--- src/rtl/shift_operand_decode_if.sv ---
// Handshake and data bundle between the Operand2 decoder, its upstream
// issue logic, the shared Rs register-file read port and the barrel shifter.
interface shift_operand_decode_if #(
  parameter int DW = 32
);
  // upstream instruction side
  logic          in_valid;
  logic          in_ready;
  logic [31:0]   instr;
  logic [DW-1:0] rm_data;
  // shared Rs read port
  logic [3:0]    rs_addr;
  logic [DW-1:0] rs_data;
  // downstream shifter side
  logic          out_valid;
  logic          out_ready;
  logic [DW-1:0] a;
  logic [4:0]    shamt5;
  logic [1:0]    sh;
  logic          amt32;
  logic          rrx;

  // decoder view
  modport slave (
    input  in_valid, instr, rm_data, rs_data, out_ready,
    output in_ready, rs_addr, out_valid, a, shamt5, sh, amt32, rrx
  );

  // environment view (issue logic, register file, shifter)
  modport master (
    output in_valid, instr, rm_data, rs_data, out_ready,
    input  in_ready, rs_addr, out_valid, a, shamt5, sh, amt32, rrx
  );
endinterface

--- src/rtl/shift_operand_decode.sv ---
// Operand2 decoder: turns the shifter-operand field of an ARM data-processing
// instruction into registered barrel-shifter controls. Immediate and
// immediate-shift forms complete in one cycle; register-specified shifts
// spend one extra cycle reading Rs on the shared register-file port.
module shift_operand_decode #(
  parameter int DW = 32
) (
  input  logic                  clk,
  input  logic                  reset,
  shift_operand_decode_if.slave bus
);

  typedef enum logic {IDLE, RS} state_t;

  typedef struct packed {
    logic [DW-1:0] a;
    logic [4:0]    shamt5;
    logic [1:0]    sh;
    logic          amt32;
    logic          rrx;
  } ctl_t;

  state_t        state;
  ctl_t          ctl;
  logic          out_valid_q;
  logic [3:0]    rs_addr_q;
  logic [1:0]    cap_sh;
  logic [DW-1:0] cap_rm;

  logic          free;
  logic          accept;
  logic          is_reg_shift;

  // Immediate rotate (imm=1) or immediate-shift decode of Operand2.
  function automatic ctl_t decode_direct(input logic imm, input logic [11:0] op2,
                                         input logic [DW-1:0] rm);
    ctl_t c;
    c = '0;
    if (imm) begin
      c.a      = DW'(op2[7:0]);
      c.shamt5 = {op2[11:8], 1'b0};
      c.sh     = 2'b11;
    end else begin
      c.a  = rm;
      c.sh = op2[6:5];
      c.shamt5 = op2[11:7];
      // A zero imm5 re-encodes LSR/ASR #32 and ROR #0 as RRX.
      if (op2[11:7] == 5'd0) begin
        if (op2[6:5] == 2'b01 || op2[6:5] == 2'b10) c.amt32 = 1'b1;
        else if (op2[6:5] == 2'b11)                 c.rrx   = 1'b1;
      end
    end
    return c;
  endfunction

  // Register-specified shift: only the bottom byte of Rs counts.
  function automatic ctl_t decode_reg(input logic [1:0] sh, input logic [DW-1:0] rm,
                                      input logic [7:0] amt);
    ctl_t c;
    c    = '0;
    c.a  = rm;
    c.sh = sh;
    if (sh == 2'b11)      c.shamt5 = amt[4:0];  // rotate is modulo 32
    else if (amt >= 8'd32) c.amt32 = 1'b1;
    else                  c.shamt5 = amt[4:0];
    return c;
  endfunction

  assign free         = !out_valid_q || bus.out_ready;
  assign bus.in_ready = (state == IDLE) && free;
  assign accept       = bus.in_valid && bus.in_ready;
  assign is_reg_shift = !bus.instr[25] && bus.instr[4];

  assign bus.rs_addr   = rs_addr_q;
  assign bus.out_valid = out_valid_q;
  assign bus.a         = ctl.a;
  assign bus.shamt5    = ctl.shamt5;
  assign bus.sh        = ctl.sh;
  assign bus.amt32     = ctl.amt32;
  assign bus.rrx       = ctl.rrx;

  // Condition, opcode and register-number bits play no part in this decode.
  logic unused_bits;
  assign unused_bits = ^{bus.instr[31:26], bus.instr[24:12], bus.rs_data[DW-1:8]};

  // Decode FSM with the single output register; reset wins over any transfer.
  always_ff @(posedge clk) begin
    // NOTE: every state element here uses <= so all of them see the
    // pre-edge values of each other, exactly like real flops.
    if (reset) begin
      state       <= IDLE;
      out_valid_q <= 1'b0;
      ctl         <= '0;
      rs_addr_q   <= '0;
      cap_sh      <= '0;
      cap_rm      <= '0;
    end else begin
      case (state)
        IDLE: begin
          if (accept) begin
            if (is_reg_shift) begin
              cap_sh      <= bus.instr[6:5];
              cap_rm      <= bus.rm_data;
              rs_addr_q   <= bus.instr[11:8];
              out_valid_q <= 1'b0;  // accept implies any old output drained
              state       <= RS;
            end else begin
              ctl         <= decode_direct(bus.instr[25], bus.instr[11:0], bus.rm_data);
              out_valid_q <= 1'b1;
            end
          end else if (out_valid_q && bus.out_ready) begin
            out_valid_q <= 1'b0;
          end
        end
        RS: begin
          if (free) begin
            ctl         <= decode_reg(cap_sh, cap_rm, bus.rs_data[7:0]);
            out_valid_q <= 1'b1;
            state       <= IDLE;
          end
        end
        default: state <= IDLE;
      endcase
    end
  end

endmodule

--- src/flat_wrapper.sv ---
// flat-port wrapper written by rule: the top's interface ports become plain ports
module shift_operand_decode_flat 
#(
  parameter int DW = 32
)
  (clk, reset, bus_in_valid, bus_instr, bus_rm_data, bus_rs_data, bus_out_ready, bus_in_ready, bus_rs_addr, bus_out_valid, bus_a, bus_shamt5, bus_sh, bus_amt32, bus_rrx);
  shift_operand_decode_if #(.DW(DW)) bus_i ();
  input  logic clk;
  input  logic reset;
  input wire logic [$bits(bus_i.in_valid)-1:0] bus_in_valid;
  input wire logic [$bits(bus_i.instr)-1:0] bus_instr;
  input wire logic [$bits(bus_i.rm_data)-1:0] bus_rm_data;
  input wire logic [$bits(bus_i.rs_data)-1:0] bus_rs_data;
  input wire logic [$bits(bus_i.out_ready)-1:0] bus_out_ready;
  output wire logic [$bits(bus_i.in_ready)-1:0] bus_in_ready;
  output wire logic [$bits(bus_i.rs_addr)-1:0] bus_rs_addr;
  output wire logic [$bits(bus_i.out_valid)-1:0] bus_out_valid;
  output wire logic [$bits(bus_i.a)-1:0] bus_a;
  output wire logic [$bits(bus_i.shamt5)-1:0] bus_shamt5;
  output wire logic [$bits(bus_i.sh)-1:0] bus_sh;
  output wire logic [$bits(bus_i.amt32)-1:0] bus_amt32;
  output wire logic [$bits(bus_i.rrx)-1:0] bus_rrx;
  assign bus_i.in_valid = bus_in_valid;
  assign bus_i.instr = bus_instr;
  assign bus_i.rm_data = bus_rm_data;
  assign bus_i.rs_data = bus_rs_data;
  assign bus_i.out_ready = bus_out_ready;
  assign bus_in_ready = bus_i.in_ready;
  assign bus_rs_addr = bus_i.rs_addr;
  assign bus_out_valid = bus_i.out_valid;
  assign bus_a = bus_i.a;
  assign bus_shamt5 = bus_i.shamt5;
  assign bus_sh = bus_i.sh;
  assign bus_amt32 = bus_i.amt32;
  assign bus_rrx = bus_i.rrx;
  shift_operand_decode #(.DW(DW)) u_core (.clk(clk), .reset(reset), .bus(bus_i));
endmodule
--- config.mk ---
export PLATFORM = sky130hd
export DESIGN_NAME = shift_operand_decode_flat
export DESIGN_NICKNAME = d
export VERILOG_FILES = /design/src/rtl/shift_operand_decode_if.sv /design/src/rtl/shift_operand_decode.sv /design/src/flat_wrapper.sv
export SDC_FILE = /design/constraint.sdc
export NUM_CORES = 1
export LEC_CHECK = 0
export ABC_AREA = 1
export BUFFER_PORTS_ARGS = -buffer_cell sky130_fd_sc_hd__buf_2
export CAP_MARGIN = 20
export CORE_AREA = 2 2 112 114
export CTS_BUF_LIST = sky130_fd_sc_hd__clkbuf_4 sky130_fd_sc_hd__clkbuf_8
export CTS_CLUSTER_DIAMETER = 80
export CTS_CLUSTER_SIZE = 28
export DETAILED_ROUTE_END_ITERATION = 8
export DIE_AREA = 0 0 114 116
export PLACE_DENSITY = 0.53
export REMOVE_ABC_BUFFERS = 1
export SYNTH_ARGS = -nofsm -noshare
export SYNTH_HDL_FRONTEND = slang
export SYNTH_SLANG_ARGS = --single-unit
--- constraint.sdc ---
create_clock -name clk -period 3.2 [get_ports clk]
set_input_delay 0.16 -clock clk [delete_from_list [all_inputs] [get_ports clk]]
set_output_delay 0.16 -clock clk [all_outputs]
set_load 0.01 [all_outputs]
Word-level counts from Yosys, hierarchy flattened
Cells that the tools add are included.
Widths: inputs -> output; s select.
{"block": "op_classes", "n_lt_le_gt_ge": 1, "n_eq_ne": 8, "muxes": 23, "bitwise_logic": 1, "n_reduce_logical": 12}
{"op": "$mux 41", "count": 3}
{"op": "$pmux 41 s2", "count": 1}
{"op": "$mux 39", "count": 1}
{"op": "$mux 1", "count": 12}
{"op": "$mux 5", "count": 2}
{"op": "$ge 8x6->1 const B", "count": 1}
{"op": "$eq 2x2->1 const B", "count": 3}
{"op": "$reduce_and 3->1", "count": 2}
{"op": "$logic_not 5->1", "count": 1}
{"op": "$logic_and 1x1->1", "count": 4}
{"op": "$mux 2", "count": 2}
{"op": "$ne 2x2->1 const B", "count": 2}
{"op": "$pmux 1 s2", "count": 2}
{"op": "$ne 3x2->1 const B", "count": 1}
{"op": "$eq 2x1->1 const B", "count": 1}
{"op": "$logic_not 1->1", "count": 2}
{"op": "$logic_or 1x1->1", "count": 2}
{"op": "$ne 2x1->1 const B", "count": 1}
{"op": "$reduce_and 2->1", "count": 1}
{"op": "$not 1->1", "count": 1}
{"block": "totals", "regBits": 81, "inputBits": 100, "out_inout_bits": 47, "elab_cells": 55}

Depth between registers and ports, before layout
{"block": "depth", "ltp_word": 8, "ltp_mapped": 9, "mapped_depth_nobuf": 7}

Least setup slack after synthesis
No wires, ideal clock.
{"block": "synth_path", "kind": "register -> register", "from": "register u_core.state", "to": "register u_core.ctl (netlist bit u_core.bus.a[10])", "setup_ns": 0.113, "arrival_ns": 1.160, "required_time_ns": 3.087, "path_slack_ns": 1.927, "stages_incl_launch_ff": 8, "n_path_buf": 3, "period_less_slack_ns": 1.273, "cell_sequence": "dfxtp_1 buf_4 o21ai_0 nor2_4 buf_6 buf_6 nor2_1 nor2_1"}
{"block": "synth_between", "elab_chain_cells": 5, "elab_cells_between_ends": 8, "classes_between": "eq/ne (3); mux (1); bitwise (1); reduce/logical (3)"}
{"item": "from (decl)", "line_no": "shift_operand_decode.sv:23", "text": "state_t state;"}
{"item": "from (signal assigned)", "line_no": "shift_operand_decode.sv:91", "text": "state <= IDLE;"}
{"item": "from (signal assigned)", "line_no": "shift_operand_decode.sv:106", "text": "state <= RS;"}
{"item": "from (signal assigned)", "line_no": "shift_operand_decode.sv:119", "text": "state <= IDLE;"}
{"item": "$not 1->1 (no line)"}
{"item": "$logic_and 1x1->1", "line_no": "shift_operand_decode.sv:70", "text": "assign bus.in_ready = (state == IDLE) && free;"}
{"item": "$logic_and 1x1->1", "line_no": "shift_operand_decode.sv:71", "text": "assign accept = bus.in_valid && bus.in_ready;"}
{"item": "$ne 2x1->1 (no line)"}
{"item": "$reduce_and 3->1 (no line)"}
{"item": "to (signal assigned)", "line_no": "shift_operand_decode.sv:108", "text": "ctl <= decode_direct(bus.instr[25], bus.instr[11:0], bus.rm_data);"}
{"item": "to (signal assigned)", "line_no": "shift_operand_decode.sv:117", "text": "ctl <= decode_reg(cap_sh, cap_rm, bus.rs_data[7:0]);"}
{"item": "to (decl)", "line_no": "shift_operand_decode.sv:24", "text": "ctl_t ctl;"}
Parallel ways exist; a longest one is shown, timed or not.
A chain may end at the register's enable or synchronous reset.

Worst setup path in the final report
{"block": "layout_path", "from": "register u_core.state", "to": "register u_core.cap_rm[20]"}
{"block": "layout_between", "elab_chain_cells": 4}
{"item": "$not 1->1 (no line) (*)"}
{"item": "$logic_and 1x1->1", "line_no": "shift_operand_decode.sv:70"}
{"item": "$logic_and 1x1->1", "line_no": "shift_operand_decode.sv:71"}
{"item": "$reduce_and 3->1 (no line) (*)"}
{"item": "to (signal assigned)", "line_no": "shift_operand_decode.sv:103", "text": "cap_rm <= bus.rm_data;"}
{"item": "to (decl)", "line_no": "shift_operand_decode.sv:28", "text": "logic [DW-1:0] cap_rm;"}
Every way passes the cells marked *; elsewhere a longest branch is shown, timed or not.

==> summary.md <==
| Metric | Value |
|---|---|
| Status | completed |
| Post-route setup TNS | 0 ns |
| H-tree depth | 3 |
| Largest family of logic cells by synthesized area | simple AND/OR/NAND/NOR gates |
| Largest net degree at the start of global routing | 46 |
| Crit path largest cell delay | 0.72 ns |
| Root buffer cell | clkbuf_8 |
| IO Port Bufs | 103 |
| Die footprint | 13,200 um^2 |
| Area delta synth->final | 19.6% |
| Hold_buf cts | 1 |
| Worst slack at placement | 0.712 ns |
| Number of global-route vias before repair | 3,529 |
| CTS max path bufs | 2 |
| WP buf/inv | 2 |
| Clock Power Share | 32.4% |
| RSZ-0062 raised after global routing | false |
| Mux cell area share after synthesis | 0% |
| Post-synthesis compound-gate area fraction | 7.42% |
| Num ports | 147 |
| Via count | 3,741 |
| Critical Path, Cell by Cell | inv_2 -> and3_1 -> buf_4 -> nand3_1 -> nand2_1 -> nor2_1 |
| Top cell type's share of synthesized area | 42.8% |
| Crit path required time | 3.45 ns |
| Worst-case reg-to-reg path depth | 6 |
| VDD IR-drop max | 0.000206 V |
| Synth warnings | 0 |
| Synth area leaders | dfxtp_1 43%, nor2_1 16%, nand2_1 15% |
| Layout Nets | 772 |
| Average wire per standard cell | 12.1 um |
| Critical-path top delay cell | and3_1 |
| Reg power frac | 49.8% |
| Hold Crit Class | input port to flop |
| Starting Density | 31.8% |
| Synth area leader | dfxtp_1 |
| Clk slew on worst S/H paths | 0.08 ns |
| Final Slew Violations | 0 |
| Total power | 2.24 mW |
| HPWL after DPL | 6740 um |
| Post-synthesis cell type count | 22 |
| XOR/XNOR Fraction of Synth Area | 0% |
| Final count of hold timing violations | 0 |
| Core Box Area | 11,900 um^2 |
| Total gr overflow | 0 |
| Final Critical Period | 2.46 ns |
| R2R Setup Slk | 0.74 ns |
| DIE WIDTH | 114 um |
| Net Sw Frac | 28.2% |
| Placer Congestion | 0.784 |
| ANT nets after route | 0 |
| Ant. Diodes | 0 |
| Critical path arrival | 2.71 ns |
| Cell Pwr Density | 495 nW/um^2 |
| PostCTS Resize Cnt | 0 |
| Chip height | 116 um |
| Skew final | 0.00475 ns |
| Remaining DRCs | 0 |
| Clock Latency Late Sink | 0.35 ns |
| Critical Path Fanout Max | 25 |
| Post-synthesis sequential area ratio | 42.8% |
| # setup viols final | 0 |
| Postcts setup bufs | 0 |
| Max-capacitance violation count | 0 |
| DRT Wirelength | 9960 um |
| Synth Area per Inst | 6.48 um^2 |
| CP endpoint kind | flop |
| Switching pwr | 633 uW |
| Highest Clock Rate | 0.407 GHz |
| Cells after Synth | 585 |
| CTS sink cnt | 81 |
| Cell internal pwr | 1.61 mW |
| DR iter-0 viols | 189 |
| Critical Path Stages | 6 |
| Worst slew pin tran | 0.955 ns |
| Via/cell ratio | 4.56 |
| Tcrit/Tclk final | 76.8% |
| Count of state elements after synthesis | 81 |
| Slew margin rel. | 36.2% |
| Static leakage | 2.41 nW |
| CTS tree | done |
| Top delay family on crit path | simple AND/OR/NAND/NOR gates |
| Num rows | 40 |
| Global Route Usage Sum | 15.7% |
| Router iterations before antenna repair | 4 |
| Synth Area in Simple Gates | 38.9% |
| First-pass GRT wire length | 16,600 um |
| Final Worst Setup Slack | 0.743 ns |
| Synth Area in Adders | 0.330% |
| Syn Std Cell Area | 3790 um^2 |
| Logic pwr share | 17.9% |
| Hold-critical path depth | 5 |
| Crit start category | flop |
| Share of cells above drive strength 1 | 19.8% |
| Antenna violations before repair | 0 |
| Critical path type | flop to flop |
| Num CTS Buffers | 9 |
## power groups by stage
stage | clock (mW) | sequential (mW) | combinational, mW
4_1_cts | 0.756 | 1.12 | 0.410
2_1_floorplan | 0 | 1.16 | 0.218
3_5_place_dp | 0 | 1.14 | 0.408
6_report | 0.727 | 1.12 | 0.401
5_1_grt | 0.800 | 1.13 | 0.462
3_3_place_gp | 0 | 1.14 | 0.404
## area by class of cell
class	count	area, um^2
clock buffers	12	146
inverters	51	194
clock inverters	1	30.0
fillers	1342	7380
repair buffers	112	586
well taps	147	184
multi-input cells	416	1770
flip-flops and latches	81	1620
## placed cells by master (no fill, tap or decap)
| cell | synthesis | final |
|---|---|---|
| nor2_4 | 1 | 2 |
| nand3_1 | 49 | 49 |
| inv_1 | 47 | 47 |
| nor2_1 | 165 | 165 |
| clkbuf_8 | 0 | 9 |
| o22ai_1 | 2 | 2 |
| a21oi_1 | 1 | 1 |
| buf_2 | 13 | 103 |
| and3_1 | 1 | 1 |
| nor2_2 | 2 | 1 |
| ha_1 | 1 | 1 |
| bufinv_16 | 0 | 1 |
| inv_4 | 1 | 1 |
| o21ai_0 | 15 | 15 |
| nand2_1 | 153 | 153 |
| a21oi_2 | 1 | 1 |
| a22oi_1 | 24 | 24 |
| nand2_2 | 1 | 1 |
| dlygate4sd3_1 | 0 | 1 |
| clkbuf_4 | 0 | 3 |
| dfxtp_1 | 81 | 81 |
| buf_4 | 4 | 8 |
| inv_2 | 3 | 3 |
## cells in the mapped netlist (all sizes together)
cell type / count
a22oi: 24
nand2: 154
inv: 51
nand3: 49
clkbuf: 12
a21oi: 2
nor2: 168
dfxtp: 81
ha: 1
buf: 25
and3: 1
o21ai: 15
o22ai: 2
## metal layers
metal,GRT usage [%],part of all wire [%]
met4,7.32,2.0
met3,1.67,4.5
met1,19.2,45
met2,27.9,48
met5,0,0
## worst paths after layout
path,from,to
worst max-delay path,u_core.state,u_core.cap_rm[20]
worst min-delay path,bus_rm_data[29],u_core.cap_rm[29]
worst max register to register,u_core.state,u_core.cap_rm[20]
worst min register to register,u_core.bus.a[5],u_core.bus.a[5]
## through the flow
stage	cell area, um^2	util (%)	std cells	hold WS, ns
6_report	4540	38.1	820	0.140
2_1_floorplan	3580	-	548	0.229
4_1_cts	4540	38.1	820	0.122
3_5_place_dp	4350	36.5	806	0.368
3_3_place_gp	4350	36.5	806	0.357
5_1_grt	4540	38.1	820	0.154
## worst reg2reg max path, stage by stage, from the launching register on
cell and delay (ns):
dfxtp_1 0.58, inv_2 0.45, and3_1 0.72, buf_4 0.38, nand3_1 0.11, nand2_1 0.07
nor2_1 0.04
## cell families (layout without fill, tap and decap cells)
logic type      after synthesis  in the layout
simple gates                372            372
buf+inv                      88            176
flops                        81             81
compound gates               43             43
fa+ha+maj                     1              1
## state kept, by name, summed over array words and instances, names as in the netlist
signal	count
u_core.bus.a	32
u_core.cap_rm	32
u_core.bus.shamt5	5
u_core.bus.rs_addr	4
u_core.bus.sh	2
u_core.cap_sh	2
u_core.bus.amt32	1
u_core.bus.out_valid	1
u_core.bus.rrx	1
u_core.state	1
Note: power is estimated with default switching activity, not from simulation.
